### config.mk
export PLATFORM = sky130hd
export DESIGN_NAME = alu_out_buffer_flat
export DESIGN_NICKNAME = d
export VERILOG_FILES = /design/src/rtl/alu_out_buffer_if.sv /design/src/rtl/alu_out_buffer.sv /design/src/flat_wrapper.sv
export SDC_FILE = /design/constraint.sdc
export NUM_CORES = 1
export LEC_CHECK = 0
export CAP_MARGIN = 20
export CORE_ASPECT_RATIO = 1.25
export CORE_UTILIZATION = 43
export DETAILED_ROUTE_END_ITERATION = 8
export PLACE_DENSITY = 0.72
export SETUP_SLACK_MARGIN = 0.15
export SLEW_MARGIN = 5
export SYNTH_ARGS = -nofsm -noshare
export SYNTH_HDL_FRONTEND = slang
export SYNTH_SLANG_ARGS = --single-unit
### constraint.sdc
create_clock -name clk -period 1.7 [get_ports clk]
set_input_delay 0.17 -clock clk [delete_from_list [all_inputs] [get_ports clk]]
set_output_delay 0.17 -clock clk [all_outputs]
set_load 0.1 [all_outputs]
### src/rtl/alu_out_buffer_if.sv
// Handshake bundle between the ALU output buffer and its producer/consumer.
// The buffer takes the slave view; the ALU and result consumer take the master view.
interface alu_out_buffer_if #(parameter int n = 4);
  logic         in_valid;
  logic         in_ready;
  logic [n-1:0] result;
  logic [3:0]   flags;
  logic         out_valid;
  logic         out_ready;
  logic [n-1:0] out_result;
  logic [3:0]   out_flags;
  logic [1:0]   count;

  modport master (
    output in_valid, result, flags, out_ready,
    input  in_ready, out_valid, out_result, out_flags, count
  );

  modport slave (
    input  in_valid, result, flags, out_ready,
    output in_ready, out_valid, out_result, out_flags, count
  );
endinterface

### src/rtl/alu_out_buffer.sv
// 2-entry FIFO holding ALU result + {N,Z,C,V}; push into empty shows on outputs next cycle, full throughput at count 1.
// in_ready drops only when both entries are held; STICKY_FLAGS_EN adds sticky {C,V} accumulation over popped entries.
module alu_out_buffer #(
  parameter int n = 4
) (
  input  logic            clk,
  input  logic            reset,
  alu_out_buffer_if.slave bus
`ifdef STICKY_FLAGS_EN
  ,
  input  logic            sticky_clr,
  output logic [1:0]      sticky_cv
`endif
);

  typedef enum logic [1:0] {
    EMPTY = 2'd0,
    ONE   = 2'd1,
    FULL  = 2'd2
  } state_t;

  state_t       state, state_nxt;
  logic         push, pop;
  logic         load_head_in, load_head_tail, load_tail;
  logic [n-1:0] head_result, tail_result;
  logic [3:0]   head_flags, tail_flags;

  assign bus.in_ready   = (state != FULL);
  assign bus.out_valid  = (state != EMPTY);
  assign bus.count      = state;
  assign bus.out_result = head_result;
  assign bus.out_flags  = head_flags;

  assign push = bus.in_valid & bus.in_ready;
  assign pop  = bus.out_valid & bus.out_ready;

  always_ff @(posedge clk or posedge reset) begin
    if (reset) begin
      state <= EMPTY;
    end else begin
      state <= state_nxt;
    end
  end

  always_comb begin
    state_nxt      = state;
    load_head_in   = 1'b0;
    load_head_tail = 1'b0;
    load_tail      = 1'b0;
    case (state)
      EMPTY: begin
        if (push) begin
          load_head_in = 1'b1;
          state_nxt    = ONE;
        end
      end
      ONE: begin
        case ({push, pop})
          2'b10: begin
            load_tail = 1'b1;
            state_nxt = FULL;
          end
          2'b01: state_nxt = EMPTY;
          // Simultaneous push and pop replaces the head in place: one result per cycle.
          2'b11: load_head_in = 1'b1;
          default: ;
        endcase
      end
      FULL: begin
        if (pop) begin
          load_head_tail = 1'b1;
          state_nxt      = ONE;
        end
      end
      default: state_nxt = EMPTY;
    endcase
  end

  always_ff @(posedge clk or posedge reset) begin
    if (reset) begin
      head_result <= '0;
      head_flags  <= '0;
      tail_result <= '0;
      tail_flags  <= '0;
    end else begin
      if (load_head_in) begin
        head_result <= bus.result;
        head_flags  <= bus.flags;
      end else if (load_head_tail) begin
        head_result <= tail_result;
        head_flags  <= tail_flags;
      end
      if (load_tail) begin
        tail_result <= bus.result;
        tail_flags  <= bus.flags;
      end
    end
  end

`ifdef STICKY_FLAGS_EN
  // Clear takes effect before the popped entry's {C,V} are ORed in.
  always_ff @(posedge clk or posedge reset) begin
    if (reset) begin
      sticky_cv <= 2'b00;
    end else if (pop) begin
      sticky_cv <= (sticky_clr ? 2'b00 : sticky_cv) | head_flags[1:0];
    end else if (sticky_clr) begin
      sticky_cv <= 2'b00;
    end
  end
`endif

endmodule
### src/flat_wrapper.sv
// flat-port wrapper written by rule: the top's interface ports become plain ports
module alu_out_buffer_flat 
#(
  parameter int n = 4
)
  (clk, reset, bus_in_valid, bus_result, bus_flags, bus_out_ready, bus_in_ready, bus_out_valid, bus_out_result, bus_out_flags, bus_count);
  alu_out_buffer_if #(.n(n)) bus_i ();
  input  logic clk;
  input  logic reset;
  input wire logic [$bits(bus_i.in_valid)-1:0] bus_in_valid;
  input wire logic [$bits(bus_i.result)-1:0] bus_result;
  input wire logic [$bits(bus_i.flags)-1:0] bus_flags;
  input wire logic [$bits(bus_i.out_ready)-1:0] bus_out_ready;
  output wire logic [$bits(bus_i.in_ready)-1:0] bus_in_ready;
  output wire logic [$bits(bus_i.out_valid)-1:0] bus_out_valid;
  output wire logic [$bits(bus_i.out_result)-1:0] bus_out_result;
  output wire logic [$bits(bus_i.out_flags)-1:0] bus_out_flags;
  output wire logic [$bits(bus_i.count)-1:0] bus_count;
  assign bus_i.in_valid = bus_in_valid;
  assign bus_i.result = bus_result;
  assign bus_i.flags = bus_flags;
  assign bus_i.out_ready = bus_out_ready;
  assign bus_in_ready = bus_i.in_ready;
  assign bus_out_valid = bus_i.out_valid;
  assign bus_out_result = bus_i.out_result;
  assign bus_out_flags = bus_i.out_flags;
  assign bus_count = bus_i.count;
  alu_out_buffer #(.n(n)) u_core (.clk(clk), .reset(reset), .bus(bus_i));
endmodule
==> results of run 1 <==
==> state kept, by name, indices dropped and copies added (netlist names) <==
signal and count:
u_core.tail_flags 4, u_core.bus.out_flags 4, u_core.bus.count 2, u_core.bus.out_result 4
u_core.tail_result 4
==> cell families after synthesis <==
logic type / count (synthesis)
AO/OA/AOI/OAI: 18
buffers and inverters: 9
flip-flops: 18
multiplexers: 10
AND/OR/NAND/NOR: 18
==> layout make-up <==
cell class | count | area, sq um
multi-input cells | 46 | 452.9
well taps | 20 | 25.02
flip-flops and latches | 18 | 457.9
fillers | 141 | 671.9
repair buffers | 31 | 322.8
inverters | 4 | 15.01
clock buffers | 4 | 36.28
==> how the worst max path moves through the flow <==
stage	depth (start not counted)	end	slack [ns]
after floorplan	5	u_core.tail_flags[0]	0.05
after global placement	4	u_core.tail_result[0]	0.06
after detailed placement	4	u_core.tail_result[3]	0.02
after CTS	2	bus_out_valid	0.17
after global routing	3	u_core.bus.out_flags[1]	0.18
final	2	bus_out_valid	0.24
==> Yosys cell counts <==
master | number | share of area, %
a211o_1 | 2 | 1.9
mux2_2 | 9 | 11
buf_6 | 2 | 2.5
o22ai_1 | 1 | 0.69
o21ai_2 | 1 | 0.96
mux2i_1 | 1 | 1.1
o32a_1 | 4 | 4.4
nor2_8 | 1 | 2.2
o221a_1 | 1 | 1.2
buf_4 | 1 | 0.82
nand2_1 | 3 | 1.2
inv_1 | 4 | 1.6
o211ai_1 | 1 | 0.82
or2_2 | 3 | 2.1
buf_2 | 2 | 1.1
o221ai_1 | 1 | 0.96
nor2b_1 | 1 | 0.69
nand3b_1 | 1 | 0.82
dfrtp_1 | 18 | 49
o221a_2 | 6 | 7.4
nand3_1 | 1 | 0.55
or3_1 | 1 | 0.69
nand2b_1 | 6 | 4.1
nand2b_2 | 1 | 0.96
a21oi_1 | 1 | 0.55
==> worst register-to-register path, cell delays in order (launching register included) <==
cell and delay, ns:
dfrtp_4 0.56, nand2b_4 0.23, nor2_8 0.22, mux2_4 0.33
==> where the power goes <==
part | switching, uW | internal, uW | total [uW]
logic | 694 | 413 | 1110
clock network | 135 | 131 | 266
registers | 99.9 | 569 | 669
==> routing by layer <==
metal  up-vias  GRT usage (%)  share of wire (%)
met5         -              0                  0
met4         0          9.091                1.5
met3         2          2.730                4.7
met2        20          29.35                 47
met1       354          26.13                 47
li1        333              -                  -
==> metrics by stage <==
| stage | util [%] | std cells |
|---|---|---|
| 2_1_floorplan | - | 73 |
| 6_report | 66.10 | 123 |
| 4_1_cts | 64.58 | 119 |
| 5_1_grt | 66.10 | 123 |
| 3_5_place_dp | 62.75 | 115 |
| 3_3_place_gp | 62.75 | 115 |
==> timing repair <==
item,4_1_cts,5_1_grt
hold buffers,0,0
setup buffers,0,4
resized for setup,0,0
setup endpoints to repair,0,1
==> run metrics, run 1 <==
Bufs and invs on worst path=1; Adder-Cell Fraction of Synth Area=0%; Area Growth Syn to Fin=43.82%; commonest non-fill, non-tap cell in the layout=dfrtp_1; DRC Markers=0; endpoints failing setup=0; GRT Total Usage=between 10% and 20%; cts bufs inserted=3; synth unique cells=25; simple-gate share of the synthesized area=approximately an eighth; Clock Sinks=18; worst r2r src=u_core.bus.count[1]; Worst-Margin Slew=0.4092 ns; maximum vdd ir drop=1.143 mV; Synth Area in XOR/XNOR=0%; first drt pass iteration count=4; largest net degree at the start of global routing=19; Detail Route Antenna Nets=0; Final Net Count=about 120; initial antenna violation count=0; Post-DP Area=between 1000 and 1500 sq um; WHS=between 0.15 and 0.2 ns; DIE AREA=2308 sq um; largest family of logic cells by synthesized area=compound AO/OA/AOI/OAI gates; Max FO, Critical Path=10; mux contribution to synthesized area=approximately an eighth; RSZ-0062 raised after global routing=false; crit path DAT=1.29 ns; Max-Slew Margin vs Limit=72.71%; clk buf depth=2; IO Port Bufs=23; first-pass GRT wire length=3187 um; clock tree root buffer cell=clkbuf_4; DP Wirelength=approximately 1300 um; worst min-delay path class=primary input to asynchronous set/reset pin; worst stage delay on the critical path=approximately 0.56 ns; MaxCap Viol Count=0; Mapped Area=approximately 910 sq um; syn_nets=85; Max H-tree Level=1; Clock Pin Slew Worst Setup and Hold Paths=about 0.1 ns; Post-Route WL=1901 um; WL per Instance=between 15 and 20 um; Die Height=about 53 um; grt ovf=0; vias in the first global route=between 600 and 700; kind of critical path=register to output pin; most frequent cells in the layout=dfrtp_1, buf_4, clkdlybuf4s50_1, mux2_4, o221a_2; Core Rows=18; delay-heaviest family, CP=flip-flops; final hold viol count=0; r2r setup slk=roughly 0.25 ns; initial DRC count=17; Seq/Total Area, Yosys=between 40% and 50%; number of synthesized register bits=18; final setup margin=0.2397 ns; Leakage Power=0.0005696 uW; final period utilization=approximately 86%; post-synthesis compound-gate area fraction=18.96%; CP required=around 1.5 ns; clock latency on the worst-skew pair=~0.3 ns; Final Critical Period=between 1 and 1.5 ns; cell area after layout=between 1000 and 1500 sq um; CP startpoint kind=register; Die Span X=43.17 um; Diodes inserted=0; io pins=24; vias after detailed routing=just over 700; layout cell share with drive strength beyond 1=roughly 48%; Tot Pwr=2041 uW; Core ar.=approximately 2000 sq um; run status=finished, final reports clean; Max Slew Vio Count=0; post-synthesis cell count=73; pre-CTS setup slack=about 0.018 ns; worst-case reg-to-reg path depth=3; Warnings, synthesis=0; crit-path cells=or2_4 > buf_12; setup tns final=0 ns; maximum clock rate=between 600 and 700 MHz; crit path from=u_core.bus.count[1]; Worst Skew=around 0.0021 ns; Critical Path Sink Type=output pin; reg-to-reg critical path endpoint=u_core.tail_result[3]; Mapped Avg Cell Area=approximately 12 sq um; Initial Utilization=between 40% and 50%; Cell Pwr Density=around 1600 nW/um^2; Critical Path Slowest Stage Cell=dfrtp_4; TritonCTS clock tree=done; DR vias/cell=5.764; GP Congestion=between 0.7 and 0.8
Power figures use the tool's default switching activity.
==> run 2, diff against run 1 <==
--- a/config.mk
+++ b/config.mk
@@ -8,6 +8,7 @@
 export CAP_MARGIN = 20
 export CORE_ASPECT_RATIO = 1.25
 export CORE_UTILIZATION = 43
+export CTS_CLUSTER_DIAMETER = 80
 export DETAILED_ROUTE_END_ITERATION = 8
 export PLACE_DENSITY = 0.72
 export SETUP_SLACK_MARGIN = 0.15
==> results of run 2 <==
No change in the layout: final DEF, timing and power equal those of run 1.
==> run 3, diff against run 2 <==
--- a/config.mk
+++ b/config.mk
@@ -10,7 +10,7 @@
 export CORE_UTILIZATION = 43
 export CTS_CLUSTER_DIAMETER = 80
 export DETAILED_ROUTE_END_ITERATION = 8
-export PLACE_DENSITY = 0.72
+export PLACE_DENSITY_LB_ADDON = 0.3
 export SETUP_SLACK_MARGIN = 0.15
 export SLEW_MARGIN = 5
 export SYNTH_ARGS = -nofsm -noshare
==> constraint.sdc (replaced) <==
create_clock -name clk -period 1.4 [get_ports clk]
set_input_delay 0.14 -clock clk [delete_from_list [all_inputs] [get_ports clk]]
set_output_delay 0.14 -clock clk [all_outputs]
set_load 0.1 [all_outputs]
==> run 3 against run 2 <==
The flow now finishes with violations (negative setup slack); register-to-register slack got worse by 0.35 ns; design area grew 19%; utilization rose by 13 points; final cell count rose by 11%; power up 38%; sequential power grew 24%; flip-flop and latch count stayed put; sequential share of layout area down 5.7 points; worst setup slack got worse by 0.34 ns; worst hold slack lost 0.028 ns; critical path depth is 3 higher; first-iteration DRC count grew 24%.
==> run metrics, run 3 (same netlist as run 1, synthesis figures left out) <==
Die Height=approximately 53 um; final period utilization=107.1%; IO Port Bufs=23; Detail Route Antenna Nets=0; clock tree root buffer cell=clkbuf_4; Area Growth Syn to Fin=71.84%; crit path DAT=1.69 ns; vias after detailed routing=roughly 790; worst-case reg-to-reg path depth=5; DIE AREA=between 2000 and 2500 sq um; Diodes inserted=0; DRC Markers=0; cts bufs inserted=3; first-pass GRT wire length=around 3600 um; Max FO, Critical Path=5; maximum vdd ir drop=~1.3 mV; DP Wirelength=between 1000 and 1500 um; Worst Skew=0.002150 ns; Final Net Count=130; clk buf depth=2; CP required=about 1.6 ns; WL per Instance=approximately 17 um; Die Span X=43.17 um; layout cell share with drive strength beyond 1=56.41%; setup tns final=-1.199 ns; failing checks=negative setup slack; Clock Pin Slew Worst Setup and Hold Paths=approximately 0.11 ns; Post-CTS Hold Fix Bufs=0; commonest non-fill, non-tap cell in the layout=dfrtp_1; run status=finished with violations; DR vias/cell=about 5.8; Clock Sinks=18; Critical Path Sink Type=register; cell area after layout=between 1500 and 2000 sq um; first drt pass iteration count=4; Core ar.=about 2000 sq um; Initial Utilization=between 40 and 50%; RSZ-0062 raised after global routing=true; GP Congestion=0.7448; WHS=roughly 0.15 ns; Max H-tree Level=1; TritonCTS clock tree=done; kind of critical path=register to register; Leakage Power=0.0006918 uW; GRT Total Usage=between 20% and 30%; worst min-delay path class=primary input to asynchronous set/reset pin; clock latency on the worst-skew pair=0.29 ns; largest net degree at the start of global routing=19; Worst-Margin Slew=0.2677 ns; vias in the first global route=between 700 and 800; initial antenna violation count=0; Cell Pwr Density=1796 nW/um^2; Final Critical Period=1.499 ns; io pins=24; final setup margin=-0.09927 ns; Max Slew Vio Count=0; Post-DP Area=between 1000 and 1500 sq um; Core Rows=18; endpoints failing setup=16; CP startpoint kind=register; final hold viol count=0; grt ovf=0; most frequent cells in the layout=dfrtp_1, buf_4, buf_12, clkdlybuf4s50_1, mux2_4; Max-Slew Margin vs Limit=between 80% and 90%; maximum clock rate=~670 MHz; MaxCap Viol Count=0; fill count=around 120; initial DRC count=21; Non-Filler Instances=137; Post-Route WL=approximately 2300 um; Placed Cells incl. Taps=between 100 and 150
-- run 3: cell count changes in the layout (fill, tap and decap cells not counted), sizes merged --
| cell | before | now |
|---|---|---|
| buf | 20 | 34 |
-- run 3: final cells by class --
| cell class | count | area [sq um] | area share, % |
|---|---|---|---|
| Timing Repair Buffer | 45 | 554.3 | 35.41 |
| Multi-Input combinational cell | 46 | 476.7 | 30.46 |
| Sequential cell | 18 | 457.9 | 29.26 |
| Clock buffer | 4 | 36.28 | 2.318 |
| Tap cell | 20 | 25.02 | 1.599 |
| Inverter | 4 | 15.01 | 0.9592 |
-- run 3: metal layers --
| layer | track usage (%) | up-vias | share of wire, % |
|---|---|---|---|
| met5 | 0 | - | 0 |
| met4 | 9.596 | 0 | 2.2 |
| met3 | 2.730 | 8 | 5.6 |
| met2 | 34.33 | 37 | 48 |
| met1 | 30.43 | 383 | 44 |
| li1 | - | 360 | - |
-- run 3: final timing paths --
check / startpoint / to / slack (ns)
setup / recovery: u_core.bus.count[1] / u_core.bus.out_flags[0] / -0.1
max in group asynchronous: reset / u_core.bus.count[0] / 1.04
hold / removal: reset / u_core.bus.out_flags[2] / 0.15
min in group clk: bus_result[0] / u_core.tail_result[0] / 0.48
setup reg to reg: u_core.bus.count[1] / u_core.bus.out_flags[0] / -0.1
hold reg to reg: u_core.tail_flags[0] / u_core.tail_flags[0] / 0.52
-- run 3: power breakdown --
part	switching (uW)	internal [uW]
logic	908	748
registers	138	691
clock network	168	159
total	1210	1600
-- run 3: through the flow --
stage	setup WS [ns]	util, %	total power, uW
5_1_grt	-0.1448	78.98	2920
2_1_floorplan	-0.2508	-	1810
3_3_place_gp	-0.1529	69.26	2321
4_1_cts	-0.08744	75.51	2735
3_5_place_dp	-0.1925	69.26	2339
6_report	-0.09927	78.98	2811
-- run 3: timing repair --
| item | CTS | global route |
|---|---|---|
| gates cloned | 0 | 0 |
| setup buffers | 8 | 5 |
| pin swaps | 2 | 4 |
| gates resized for setup | 4 | 7 |
| endpoints found under the setup margin | 21 | 22 |
-- run 3: critical path, cell delays in order, from the launching register on --
cell and delay [ns]:
dfrtp_4 0.50, buf_6 0.14, nand2b_4 0.19, buf_4 0.16, o32a_1 0.29, o221a_2 0.12
